===== src/rtl/mem_stage.sv =====
// Memory-access stage: runs loads/stores over a req/ack handshake with a
// bounded wait, passes ALU results through and registers writeback results.
module mem_stage #(
  parameter int TIMEOUT = 16
) (
  input  logic        clk,
  input  logic        rst,
  input  logic        in_valid,
  output logic        in_ready,
  input  logic [15:0] in_alu_result,
  input  logic [15:0] in_write_data,
  input  logic        in_mem_read,
  input  logic        in_mem_write,
  input  logic        in_halt,
  output logic        mem_req,
  output logic        mem_wr,
  output logic [15:0] mem_addr,
  output logic [15:0] mem_wdata,
  input  logic [15:0] mem_rdata,
  input  logic        mem_ack,
  output logic        wb_valid,
  output logic [15:0] wb_alu_result,
  output logic [15:0] wb_read_data,
  output logic        wb_is_load,
  output logic        wb_halt,
  output logic        wb_err
);

  // The counter only has to reach TIMEOUT-1: the timeout fires on that cycle.
  localparam int CW = (TIMEOUT < 2) ? 1 : $clog2(TIMEOUT);
  localparam logic [CW-1:0] LAST = CW'(TIMEOUT - 1);

  typedef enum logic [1:0] {
    IDLE   = 2'd0,
    BUSY   = 2'd1,
    HALTED = 2'd2
  } state_t;

  state_t        state, state_next;
  logic [CW-1:0] count, count_next;
  logic [15:0]   addr_q, wdata_q;
  logic          op_load_q, op_wr_q;
  logic          load_entry;

  logic          wbn_valid;
  logic [15:0]   wbn_alu_result;
  logic [15:0]   wbn_read_data;
  logic          wbn_is_load;
  logic          wbn_halt;
  logic          wbn_err;

  assign in_ready  = (state == IDLE);
  assign mem_req   = (state == BUSY);
  assign mem_wr    = (state == BUSY) && op_wr_q;
  assign mem_addr  = addr_q;
  assign mem_wdata = wdata_q;

  // Writeback fields stay zero unless a branch below produces a result.
  always_comb begin
    state_next     = state;
    count_next     = count;
    load_entry     = 1'b0;
    wbn_valid      = 1'b0;
    wbn_alu_result = 16'h0000;
    wbn_read_data  = 16'h0000;
    wbn_is_load    = 1'b0;
    wbn_halt       = 1'b0;
    wbn_err        = 1'b0;

    case (state)
      IDLE: begin
        if (in_valid) begin
          if (in_halt) begin
            wbn_valid      = 1'b1;
            wbn_halt       = 1'b1;
            wbn_alu_result = in_alu_result;
            state_next     = HALTED;
          end else if (in_mem_read && in_mem_write) begin
            // Conflicting op: reported as a failed load, memory untouched
            wbn_valid      = 1'b1;
            wbn_is_load    = 1'b1;
            wbn_err        = 1'b1;
            wbn_alu_result = in_alu_result;
          end else if (in_mem_read || in_mem_write) begin
            if (in_alu_result[0]) begin
              wbn_valid      = 1'b1;
              wbn_is_load    = in_mem_read;
              wbn_err        = 1'b1;
              wbn_alu_result = in_alu_result;
            end else begin
              load_entry = 1'b1;
              state_next = BUSY;
              count_next = '0;
            end
          end else begin
            wbn_valid      = 1'b1;
            wbn_alu_result = in_alu_result;
          end
        end
      end

      BUSY: begin
        // An ack on the timeout cycle still completes the access
        if (mem_ack) begin
          wbn_valid      = 1'b1;
          wbn_alu_result = addr_q;
          wbn_is_load    = op_load_q;
          wbn_read_data  = op_load_q ? mem_rdata : 16'h0000;
          state_next     = IDLE;
          count_next     = '0;
        end else if (count == LAST) begin
          wbn_valid      = 1'b1;
          wbn_alu_result = addr_q;
          wbn_is_load    = op_load_q;
          wbn_err        = 1'b1;
          state_next     = IDLE;
          count_next     = '0;
        end else begin
          count_next = count + 1'b1;
        end
      end

      HALTED: begin
        state_next = HALTED;
      end

      default: begin
        state_next = IDLE;
        count_next = '0;
      end
    endcase
  end

  always_ff @(posedge clk) begin
    if (rst) begin
      state         <= IDLE;
      count         <= '0;
      addr_q        <= 16'h0000;
      wdata_q       <= 16'h0000;
      op_load_q     <= 1'b0;
      op_wr_q       <= 1'b0;
      wb_valid      <= 1'b0;
      wb_alu_result <= 16'h0000;
      wb_read_data  <= 16'h0000;
      wb_is_load    <= 1'b0;
      wb_halt       <= 1'b0;
      wb_err        <= 1'b0;
    end else begin
      state         <= state_next;
      count         <= count_next;
      wb_valid      <= wbn_valid;
      wb_alu_result <= wbn_alu_result;
      wb_read_data  <= wbn_read_data;
      wb_is_load    <= wbn_is_load;
      wb_halt       <= wbn_halt;
      wb_err        <= wbn_err;
      if (load_entry) begin
        addr_q    <= in_alu_result;
        wdata_q   <= in_write_data;
        op_load_q <= in_mem_read;
        op_wr_q   <= in_mem_write;
      end
    end
  end

endmodule


===== config.mk =====
export PLATFORM = sky130hd
export DESIGN_NAME = mem_stage
export DESIGN_NICKNAME = d
export VERILOG_FILES = /design/src/rtl/mem_stage.sv
export SDC_FILE = /design/constraint.sdc
export NUM_CORES = 1
export LEC_CHECK = 0
export ABC_AREA = 1
export BUFFER_PORTS_ARGS = -buffer_cell sky130_fd_sc_hd__buf_2
export CAP_MARGIN = 20
export CORE_UTILIZATION = 48
export CTS_BUF_LIST = sky130_fd_sc_hd__clkbuf_2 sky130_fd_sc_hd__clkbuf_4 sky130_fd_sc_hd__clkbuf_8
export DETAILED_ROUTE_END_ITERATION = 7
export HOLD_SLACK_MARGIN = 0.02
export MAX_ROUTING_LAYER = met4
export PLACE_DENSITY_LB_ADDON = 0.1
export SYNTH_ARGS = -nofsm -noshare
export SYNTH_HDL_FRONTEND = slang
export SYNTH_SLANG_ARGS = --single-unit

===== constraint.sdc =====
create_clock -name clk -period 1.65 [get_ports clk]
set_input_delay 0.165 -clock clk [delete_from_list [all_inputs] [get_ports clk]]
set_output_delay 0.165 -clock clk [all_outputs]
set_load 0.1 [all_outputs]

# Word-level counts from Yosys, hierarchy flattened
# Cells that the tools add are included.
# classes
bitwise	6
reduce_logical	8
n_eq_ne	12
mux	53
add_sub_neg	1
# op_table
operator	count
$mux W16	7
$pmux W16 S2	1
$mux W4	7
$mux W1	26
$mux W2	7
$pmux W4 S3	1
$ne A2 B2 Y1 const B	4
$ne A3 B1 Y1 const B	2
$not A1 Y1	6
$pmux W1 S2	3
$pmux W2 S3	1
$reduce_and A6 Y1	1
$reduce_and A5 Y1	1
$add A4 B1 Y4 const B	1
$eq A4 B4 Y1 const B	1
$reduce_or A4 Y1	1
$ne A3 B2 Y1 const B	1
$ne A3 B3 Y1 const B	1
$reduce_or A3 Y1	1
$eq A2 B1 Y1 const B	1
$eq A2 B2 Y1 const B	1
$logic_and A1 B1 Y1	2
$logic_not A2 Y1	1
$ne A2 B1 Y1 const B	1
$logic_or A1 B1 Y1	1
# word_totals
elab_cells	92
output_inout_bits	71
reg_bits	76
in_bits	55

# Logic depth before layout (Yosys ltp)
# Gate-level depths: netlist (run 1).
# depth
ltp_word	6
mapped_depth	8
mapped_depth_nobuf	7

# Worst setup path after synthesis (run 1)
# OpenSTA, ideal clock, no wires.
# synth_path
path_type	reg2out
from	register state[1]
to	output port mem_wr
path_stages_with_launch	4
arrival_time_ns	1.811
t_required_ns	1.485
n_path_buf	0
path_slack_ns	-0.326
path_cell_list	dfxtp_1 > inv_1 > nand2_1 > nor2_1
# synth_via
elab_chain_cells	2
# synth_lines
item	line_no	rtl
start: declaration	39	state_t state, state_next;
start signal: assignment	149	state <= state_next;
$eq A2 B1 Y1	54	assign mem_wr = (state == BUSY) && op_wr_q;
$logic_and A1 B1 Y1	54	
end: declaration	16	output logic mem_wr,
# No other way between the ends.

# Worst setup path after layout (run 1)
# layout_path
from	register state[0]
to	output port mem_req
# layout_via
elab_chain_cells	1
# layout_lines
item	line_no	rtl
$eq A2 B1 Y1	53	assign mem_req = (state == BUSY);
end: declaration	15	output logic mem_req,
# No other way between the ends.

==> metrics.md, run 1 <==
| Metric | Value |
|---|---|
| Fmax | 638 MHz |
| Gpl congestion | 0.794 |
| TritonCTS clock tree | built |
| Via density | 4.79 |
| CTS buffer count | 9 |
| Finished Layout Cells | 557 |
| Area contributors post-synth | dfxtp_1 55%, nor2_1 13%, o21ai_0 5.7% |
| CP Data Arrival Time | 1.40 ns |
| DIE HEIGHT | 78.2 microns |
| Count leader, synth | nor2_1 |
| RSZ-0062 raised after global routing | false |
| Leakage power | 1.89 nW |
| Register bit total from synthesis | 76 |
| P per Cell Area | 1140 nW/um^2 |
| Synth Flop Type | dfxtp_1 |
| Ant. Diodes | 0 |
| Async S/R FF share, synth | 0% |
| Iter 0 DRT Violations | 171 |
| YS warnings | 0 |
| Seq/Total Area, Yosys | 54.6% |
| Die area | 6110 sq um |
| Dpl hpwl | 4720 microns |
| Antenna violations before repair | 0 |
| Worst slew pin tran | 0.508 ns |
| CTS root buffer | clkbuf_8 |
| Setup Buffers After CTS | 0 |
| IO Count | 126 |
| DRT antenna net count | 0 |
| Skew-Pair Late Insertion Delay | 0.34 ns |
| Drt total wl | 6840 microns |
| Period utilization | 95.0% |
| Clk_skew | 0.00617 ns |
| Metal2 WL | 3270 microns |
| CTS sink count | 76 |
| Largest voltage drop on the vdd net | 0.000607 V |
| Dpl cells | 542 |
| Pre-antenna DRT Iters | 4 |
| Post-CTS sizing | 0 |
| Post-synth EDFFs | 0 |
| Syn nets | 407 |
| Max Cap Viol | 0 |
| Via count | 2667 |
| Yosys cell types | 26 |
| Leading area contributor after synthesis | dfxtp_1 |
| IO buf count | 125 |
| Avg WL per Cell | 12.3 microns |
| Syn_area_per_cell | 7.94 sq um |
| CTS Hold Bufs | 0 |
| Total GRT Usage | 24.4% |
| Fin crit period | 1.57 ns |
| Status | finished clean |
| Kind of critical path | reg -> out |
| Type of origin of the critical path | register |
| Final Hold Fails | 0 |
| Residual DRC count | 0 |
| Register-to-register setup slack | 0.15 ns |
| Reg-to-Reg End | wb_alu_result[0]$_SDFF_PP0_ |
| Cells after synthesis | 351 |
| Rel. slew slack | 66.3% |
| R2r worst-path depth | 6 |
| Finished Core Util | 67.1% |
| H-tree depth | 3 |
| Worst Path Max Fanout | 5 |
| Die width | 78.2 microns |
| Nets | 537 |
| Vias in the first global route | 2495 |
| Clock slew at reported path FFs | 0.08 ns |
| Grt ovf | 0 |
| Max-slew violation count | 0 |
| Initial Util | 50.3% |
| Most frequent cells after synthesis | 94 x nor2_1, 76 x dfxtp_1, 35 x nand2_1 |
| Crit. End Element | output pin |
| First-pass GRT wire length | 11200 microns |
| Top-area cell type share of the netlist area | 54.6% |
| Core area | 5540 sq um |
| Setup Viol. Count Final | 0 |
| Min-Delay Path Class | in -> reg |
| Max layer used | met4 |
| Row count | 27 |
| Worst Path Required | 1.48 ns |
| Layout cells sized above 1 | 34.0% |
| Pin count of the biggest net entering global routing | 35 |
| Total power | 4.25 mW |
| Metal3 WL | 457 microns |
| Crit path from | state[0]$_SDFFE_PP0P_ |
| Critical Path End | mem_req |
| Clock tree buffer depth | 2 |
| Met1 wire length | 3010 microns |
| Area Growth Syn to Fin | 33.4% |
| Reg-to-reg critical path startpoint | count[1]$_SDFFE_PP0P_ |
| Synth Cell Area | 2790 sq um |
| Setup total negative slack | 0 ns |
-- worst min path at each step --
stage | startpoint | endpoint | slack (ns) | depth (start not counted)
2_1_floorplan | mem_rdata[0] | wb_read_data[0]$_SDFF_PP0_ | 0.28 | 2
3_3_place_gp | mem_rdata[12] | wb_read_data[12]$_SDFF_PP0_ | 0.38 | 3
3_5_place_dp | mem_rdata[9] | wb_read_data[9]$_SDFF_PP0_ | 0.38 | 3
4_1_cts | mem_rdata[9] | wb_read_data[9]$_SDFF_PP0_ | 0.02 | 3
5_1_grt | mem_rdata[7] | wb_read_data[7]$_SDFF_PP0_ | 0.02 | 3
6_report | mem_rdata[6] | wb_read_data[6]$_SDFF_PP0_ | 0.03 | 3
-- kinds of logic (layout without fill, tap and decap cells) --
kind of cell / Yosys count / count (layout) / synth area share, %
simple gates: 164 / 164 / 25.3
flops: 76 / 76 / 54.6
compound gates: 59 / 59 / 11.1
buf+inv: 51 / 185 / 8.53
fa+ha+maj: 1 / 1 / 0.449
-- cells in the final DEF, fill, tap and decap left out, drive strengths merged, types with 2 or more instances in the layout --
| cell type | synthesis | layout |
|---|---|---|
| a21oi | 26 | 26 |
| buf | 9 | 134 |
| bufinv | 0 | 2 |
| clkbuf | 7 | 12 |
| dfxtp | 76 | 76 |
| inv | 35 | 35 |
| nand2 | 37 | 37 |
| nand3 | 22 | 22 |
| nand4 | 3 | 3 |
| nor2 | 99 | 99 |
| o21ai | 32 | 32 |
-- critical path, stage by stage (launching register included) --
cell and delay (ns):
dfxtp_2 0.39, inv_2 0.09, nor2_4 0.13, buf_2 0.45
-- registers in the layout, indices dropped and copies added (netlist names) --
register and cells:
mem_addr 16, mem_wdata 16, wb_alu_result 16, wb_read_data 16, count 4, state 2, op_load_q 1, op_wr_q 1
wb_err 1, wb_halt 1, wb_is_load 1, wb_valid 1
-- power breakdown --
group,switching (mW),internal (mW)
clock,0.659,0.924
sequential,0.0297,1.89
combinational,0.586,0.158
total,1.28,2.97
-- per-stage QoR --
stage / hold WS, ns / setup WS (ns) / area [sq um]
floorplan: 0.277 / -0.0386 / 2800
global placement: 0.377 / 0.238 / 3490
detailed placement: 0.384 / 0.190 / 3490
CTS: 0.0232 / 0.0496 / 3710
global route: 0.0234 / 0.0293 / 3720
finish: 0.0307 / 0.0824 / 3720
-- layout make-up --
type	count	area, sq um
fillers	526	1820
flip-flops and latches	76	1520
multi-input cells	224	1030
repair buffers	135	716
clock buffers	11	151
inverters	35	134
well taps	72	90.1
clock inverters	4	72.6
-- layer usage --
layer  up-vias  GRT usage, %
li1       1361             -
met2        98          39.4
met3        10          4.65
met5         -             -
met4         0          10.7
met1      1198          29.8
Power figures use the tool's default switching activity.
==> run 2, diff against run 1 <==
--- a/config.mk
+++ b/config.mk
@@ -11,9 +11,11 @@
 export CORE_UTILIZATION = 48
 export CTS_BUF_LIST = sky130_fd_sc_hd__clkbuf_2 sky130_fd_sc_hd__clkbuf_4 sky130_fd_sc_hd__clkbuf_8
 export DETAILED_ROUTE_END_ITERATION = 7
+export GPL_ROUTABILITY_DRIVEN = 1
 export HOLD_SLACK_MARGIN = 0.02
 export MAX_ROUTING_LAYER = met4
 export PLACE_DENSITY_LB_ADDON = 0.1
+export REMOVE_ABC_BUFFERS = 1
 export SYNTH_ARGS = -nofsm -noshare
 export SYNTH_HDL_FRONTEND = slang
 export SYNTH_SLANG_ARGS = --single-unit
==> run 2 against run 1 <==
Final area fell by 1.2%. Via count down 2.0%. Register-to-register slack improved by 0.05 ns. Core utilization is 0.81 points lower. Non-clock buffer count is 4 lower. Total power decreased by 1.7%. Combinational power is 1% lower. Critical path type unchanged. Highest routed layer unchanged.
==> metrics.md, run 2 (synthesis results as in run 1) <==
| Metric | Value |
|---|---|
| CP Data Arrival Time | 1.39 ns |
| Slowest cell on the critical path | dfxtp_1 |
| Antenna violations before repair | 0 |
| Kind of critical path | reg -> out |
| Status | finished clean |
| Max-slew violation count | 0 |
| Crit. End Element | output pin |
| CP cell instances | nand2_1 -> nor2_1 -> buf_4 |
| Vias in the first global route | 2509 |
| Core area | 5540 sq um |
| Fin crit period | 1.56 ns |
| Max Cap Viol | 0 |
| Worst path depth | 3 |
| Gpl congestion | 0.777 |
| Iter 0 DRT Violations | 164 |
| Critical Path End | mem_wr |
| FF/Latch Area | 1520 sq um |
| Initial Util | 50.3% |
| Register-to-register setup slack | 0.20 ns |
| Dpl hpwl | 4460 microns |
| Via density | 4.73 |
| Leakage power | 1.86 nW |
| TritonCTS clock tree | built |
| Area occupied by multi-input gates | 1030 sq um |
| Area of placed instances | 3460 sq um |
| Ant. Diodes | 0 |
| Residual DRC count | 0 |
| RSZ-0062 raised after global routing | false |
| Avg WL per Cell | 12.0 microns |
| Rel. slew slack | 66.3% |
| Total GRT Usage | 23.5% |
| DIE HEIGHT | 78.2 microns |
| First-pass GRT wire length | 11000 microns |
| Dpl cells | 538 |
| CTS root buffer | clkbuf_8 |
| IO buf count | 125 |
| Period utilization | 94.4% |
| Type of origin of the critical path | register |
| Reg-to-Reg End | mem_wdata[5]$_SDFFE_PP0P_ |
| Row count | 27 |
| Clk_skew | 0.0104 ns |
| Nets | 533 |
| Worst slew pin tran | 0.509 ns |
| Setup Viol. Count Final | 0 |
| H-tree depth | 3 |
| CTS Hold Bufs | 0 |
| Fill cell count | 513 |
| Crit path buf inv count | 1 |
| Largest voltage drop on the vdd net | 0.000761 V |
| R2r worst-path depth | 7 |
| Finished Layout Cells | 553 |
| Drt total wl | 6620 microns |
| CTS sink count | 76 |
| Total power | 4.17 mW |
| Skew-Pair Late Insertion Delay | 0.34 ns |
| Pre-antenna DRT Iters | 4 |
| Post-route design area | 3670 sq um |
| Hold Crit Depth | 3 |
| Setup Buffers After CTS | 0 |
| Min-Delay Path Class | in -> reg |
| Via count | 2613 |
| Fmax | 642 MHz |
| Area Growth Syn to Fin | 31.8% |
| Die area | 6110 sq um |
| Worst Path Required | 1.48 ns |
| Crit path from | state[0]$_SDFFE_PP0P_ |
| Most frequent cells in the layout | 123 x buf_2, 94 x nor2_1, 76 x dfxtp_1 |
| Commonest non-fill, non-tap cell in the layout | buf_2 |
| Grt ovf | 0 |
| CTS buffer count | 9 |
| Clock slew at reported path FFs | 0.08 ns |
| P per Cell Area | 1140 nW/um^2 |
| DRT antenna net count | 0 |
| Final Hold Fails | 0 |
| Pin count of the biggest net entering global routing | 35 |
| Die width | 78.2 microns |
| IO Count | 126 |
| Reg-to-reg critical path startpoint | state[1]$_SDFFE_PP0P_ |
| Clock tree buffer depth | 2 |
| Delay-heaviest family, CP | flip-flops |
| Worst Path Max Fanout | 4 |
| Layout cells sized above 1 | 32.8% |
| CP peak stage delay | 0.44 ns |
## run 2: cell count changes in the layout (fill, tap and decap cells not counted), moves of 2 or more
| cell | previous run | this run |
|---|---|---|
| buf_4 | 9 | 6 |
| clkbuf_8 | 11 | 9 |
| dfxtp_1 | 74 | 76 |
| dfxtp_2 | 2 | 0 |
| inv_6 | 0 | 2 |
| o21ai_0 | 17 | 32 |
| o21ai_1 | 15 | 0 |
## run 2: timing repair
action | CTS | global route
resized for setup | 1 | 1
gates cloned | 0 | 0
setup endpoints to repair | 1 | 1
## run 2: power by group
| group | leakage (nW) | internal [mW] | switching (mW) |
|---|---|---|---|
| clock | 0.110 | 0.849 | 0.673 |
| sequential | 0.617 | 1.89 | 0.0281 |
| combinational | 1.13 | 0.152 | 0.583 |
## run 2: how the worst min path moves through the flow
stage / startpoint / to / slack, ns
finish: mem_rdata[14] / wb_read_data[14]$_SDFF_PP0_ / 0.04
global route: mem_rdata[4] / wb_read_data[4]$_SDFF_PP0_ / 0.04
CTS: mem_rdata[14] / wb_read_data[14]$_SDFF_PP0_ / 0.02
detailed placement: mem_rdata[14] / wb_read_data[14]$_SDFF_PP0_ / 0.38
global placement: mem_rdata[4] / wb_read_data[4]$_SDFF_PP0_ / 0.38
floorplan: rst / count[0]$_SDFFE_PP0P_ / 0.23
## run 2: layer usage
| metal | wire [microns] | up-vias | track usage, % |
|---|---|---|---|
| met5 | 0 | - | - |
| met2 | 3020 | 108 | 37.8 |
| met3 | 518 | 13 | 5.93 |
| met4 | 138 | 0 | 10.6 |
| li1 | - | 1356 | - |
| met1 | 2940 | 1136 | 27.6 |
## run 2: cell type report
type | count | area share [%]
Sequential cell | 76 | 41.4
Multi-Input combinational cell | 224 | 28.0
Timing Repair Buffer | 131 | 18.7
Inverter | 35 | 3.65
Clock buffer | 9 | 3.37
Tap cell | 72 | 2.45
Clock inverter | 6 | 2.39
## run 2: worst reg2reg max path, stage by stage (launching register included)
cell	delay, ns
dfxtp_1	0.38
nor2_4	0.15
nand2_2	0.08
nor2_4	0.12
nand2_4	0.13
buf_4	0.24
o21ai_0	0.18
nor2_1	0.06
## run 2: stage by stage
step	TNS, ns	util (%)	hold slack [ns]	setup slack [ns]
after floorplan	-5.96	-	0.234	-0.326
after global placement	0	62.4	0.378	0.269
after detailed placement	0	62.4	0.385	0.227
after CTS	0	66.2	0.0245	0.0166
after global routing	0	66.3	0.0435	0.0329
final	0	66.3	0.0351	0.0921
==> run 3, diff against run 2 <==
==> constraint.sdc (replaced) <==
create_clock -name clk -period 1.65 [get_ports clk]
set_input_delay 0.0825 -clock clk [delete_from_list [all_inputs] [get_ports clk]]
set_output_delay 0.0825 -clock clk [all_outputs]
set_load 0.1 [all_outputs]
==> run 3 against run 2 <==
Via count is 9.5% higher. Largest power group unchanged. Routed wire length rose by 12%. Combinational power increased by 13%.
==> metrics.md, run 3 (synthesis results as in run 1) <==
| Metric | Value |
|---|---|
| Status | finished clean |
| Worst Path Required | 1.57 ns |
| Final Hold Fails | 0 |
| Worst hold slack | 0.0306 ns |
| Worst Hold End | wb_alu_result[3]$_SDFF_PP0_ |
| Crit path buf inv count | 2 |
| Setup Viol. Count Final | 0 |
| RSZ-0062 raised after global routing | false |
| Register-to-register setup slack | 0.17 ns |
| Total power | 4.26 mW |
| Delay-heaviest family, CP | buffers and inverters |
| Leakage power | 2.06 nW |
| Type of origin of the critical path | register |
| Finished Layout Cells | 600 |
| CP peak stage delay | 0.45 ns |
| Crit. End Element | output pin |
| Clk_skew | 0.00896 ns |
| Pin count of the biggest net entering global routing | 35 |
| Row count | 27 |
| Pre-antenna DRT Iters | 4 |
| TritonCTS clock tree | built |
| Commonest non-fill, non-tap cell in the layout | buf_2 |
| Via density | 4.77 |
| Period utilization | 93.3% |
| Largest voltage drop on the vdd net | 0.000752 V |
| Die width | 78.2 microns |
| Fin crit period | 1.54 ns |
| Clock tree buffer depth | 2 |
| Kind of critical path | reg -> out |
| Ant. Diodes | 0 |
| Avg WL per Cell | 12.4 microns |
| IO Count | 126 |
| Initial Util | 50.3% |
| Total GRT Usage | 26.1% |
| Via count | 2860 |
| H-tree depth | 3 |
| Nets | 580 |
| P per Cell Area | 1030 nW/um^2 |
| Fill cell count | 433 |
| IO buf count | 125 |
| Finished Core Util | 74.8% |
| DRT antenna net count | 0 |
| Max-slew violation count | 0 |
| CP cell instances | inv_2 -> nor2_4 -> buf_2 |
| Hold path startpoint | in_alu_result[3] |
| R2r worst-path depth | 7 |
| Worst slew pin tran | 0.509 ns |
| CTS sink count | 76 |
| CTS buffer count | 9 |
| Most frequent cells in the layout | 124 x buf_2, 94 x nor2_1, 76 x dfxtp_1 |
| Grt ovf | 0 |
| Area Growth Syn to Fin | 48.8% |
| DIE HEIGHT | 78.2 microns |
| First-pass GRT wire length | 12300 microns |
| Rel. slew slack | 66.3% |
| Min-Delay Path Class | in -> reg |
| Dpl hpwl | 4460 microns |
| Vias in the first global route | 2812 |
| Slowest cell on the critical path | buf_2 |
| Gpl congestion | 0.777 |
| Core area | 5540 sq um |
| Dpl cells | 538 |
| Clock slew at reported path FFs | 0.08 ns |
| Reg-to-reg critical path startpoint | state[1]$_SDFFE_PP0P_ |
| Setup Buffers After CTS | 0 |
| CP Data Arrival Time | 1.46 ns |
| Residual DRC count | 0 |
| Worst Path Max Fanout | 5 |
| Antenna violations before repair | 0 |
| Reg-to-Reg End | mem_wdata[3]$_SDFFE_PP0P_ |
| Drt total wl | 7450 microns |
| Die area | 6110 sq um |
| Final WS setup | 0.111 ns |
| Hold Crit Depth | 3 |
| Skew-Pair Late Insertion Delay | 0.33 ns |
| Layout cells sized above 1 | 29.9% |
| Max Cap Viol | 0 |
| Pre-CTS setup slack | 0.227 ns |
| Iter 0 DRT Violations | 170 |
| CTS root buffer | clkbuf_8 |
| Fmax | 650 MHz |
run 3: changes by cell type in the layout (fill, tap and decap cells not counted):
| cell | previous run | this run |
|---|---|---|
| buf_2 | 123 | 124 |
| nor2_2 | 1 | 0 |
| nor2_4 | 4 | 5 |
| dlygate4sd3_1 | 0 | 47 |
| buf_4 | 6 | 5 |
run 3: power breakdown:
group          total (mW)  switching [mW]  internal [mW]
clock network        1.52           0.667          0.849
registers            1.92          0.0286           1.89
logic               0.830           0.605          0.225
total                4.26            1.30           2.96
run 3: routing by layer:
layer,GRT usage (%),wire [microns]
met3,5.35,461
met1,29.8,3200
met5,-,0
met4,10.9,109
met2,44.4,3680
run 3: what timing repair did:
item | 4_1_cts | 5_1_grt
resized for setup | 0 | 2
hold endpoints to repair | 58 | 0
hold buffers | 47 | 0
setup endpoints to repair | 0 | 25
run 3: metrics by stage:
step / TNS (ns) / instance area (sq um)
global route: 0 / 4150
CTS: 0 / 4140
global placement: 0 / 3460
floorplan: -5.88 / 2680
finish: 0 / 4150
detailed placement: 0 / 3460
run 3: area by class of cell:
cell class / count / area, sq um / share of cell area (%)
Inverter: 35 / 134 / 3.23
Sequential cell: 76 / 1520 / 36.7
Clock buffer: 9 / 124 / 2.99
Clock inverter: 6 / 87.6 / 2.11
Tap cell: 72 / 90.1 / 2.17
Multi-Input combinational cell: 224 / 1030 / 24.9
Timing Repair Buffer: 178 / 1160 / 27.9
run 3: worst max path at each step:
stage,startpoint,endpoint,slack (ns),cells after the start
6_report,state[0]$_SDFFE_PP0P_,mem_req,0.11,3
5_1_grt,in_alu_result[0],mem_wdata[3]$_SDFFE_PP0P_,0.003,9
4_1_cts,state[0]$_SDFFE_PP0P_,mem_wr,0.04,3
3_5_place_dp,state[1]$_SDFFE_PP0P_,mem_wdata[5]$_SDFFE_PP0P_,0.23,7
3_3_place_gp,state[1]$_SDFFE_PP0P_,mem_wdata[2]$_SDFFE_PP0P_,0.27,7
2_1_floorplan,state[1]$_SDFFE_PP0P_,mem_wr,-0.24,3
run 3: worst register-to-register path: stages (launching register included):
cell and delay [ns]:
dfxtp_1 0.38, nor2_4 0.15, nand2_2 0.08, nor2_4 0.12, nand2_4 0.13, buf_4 0.24
o21ai_0 0.22, nor2_1 0.06
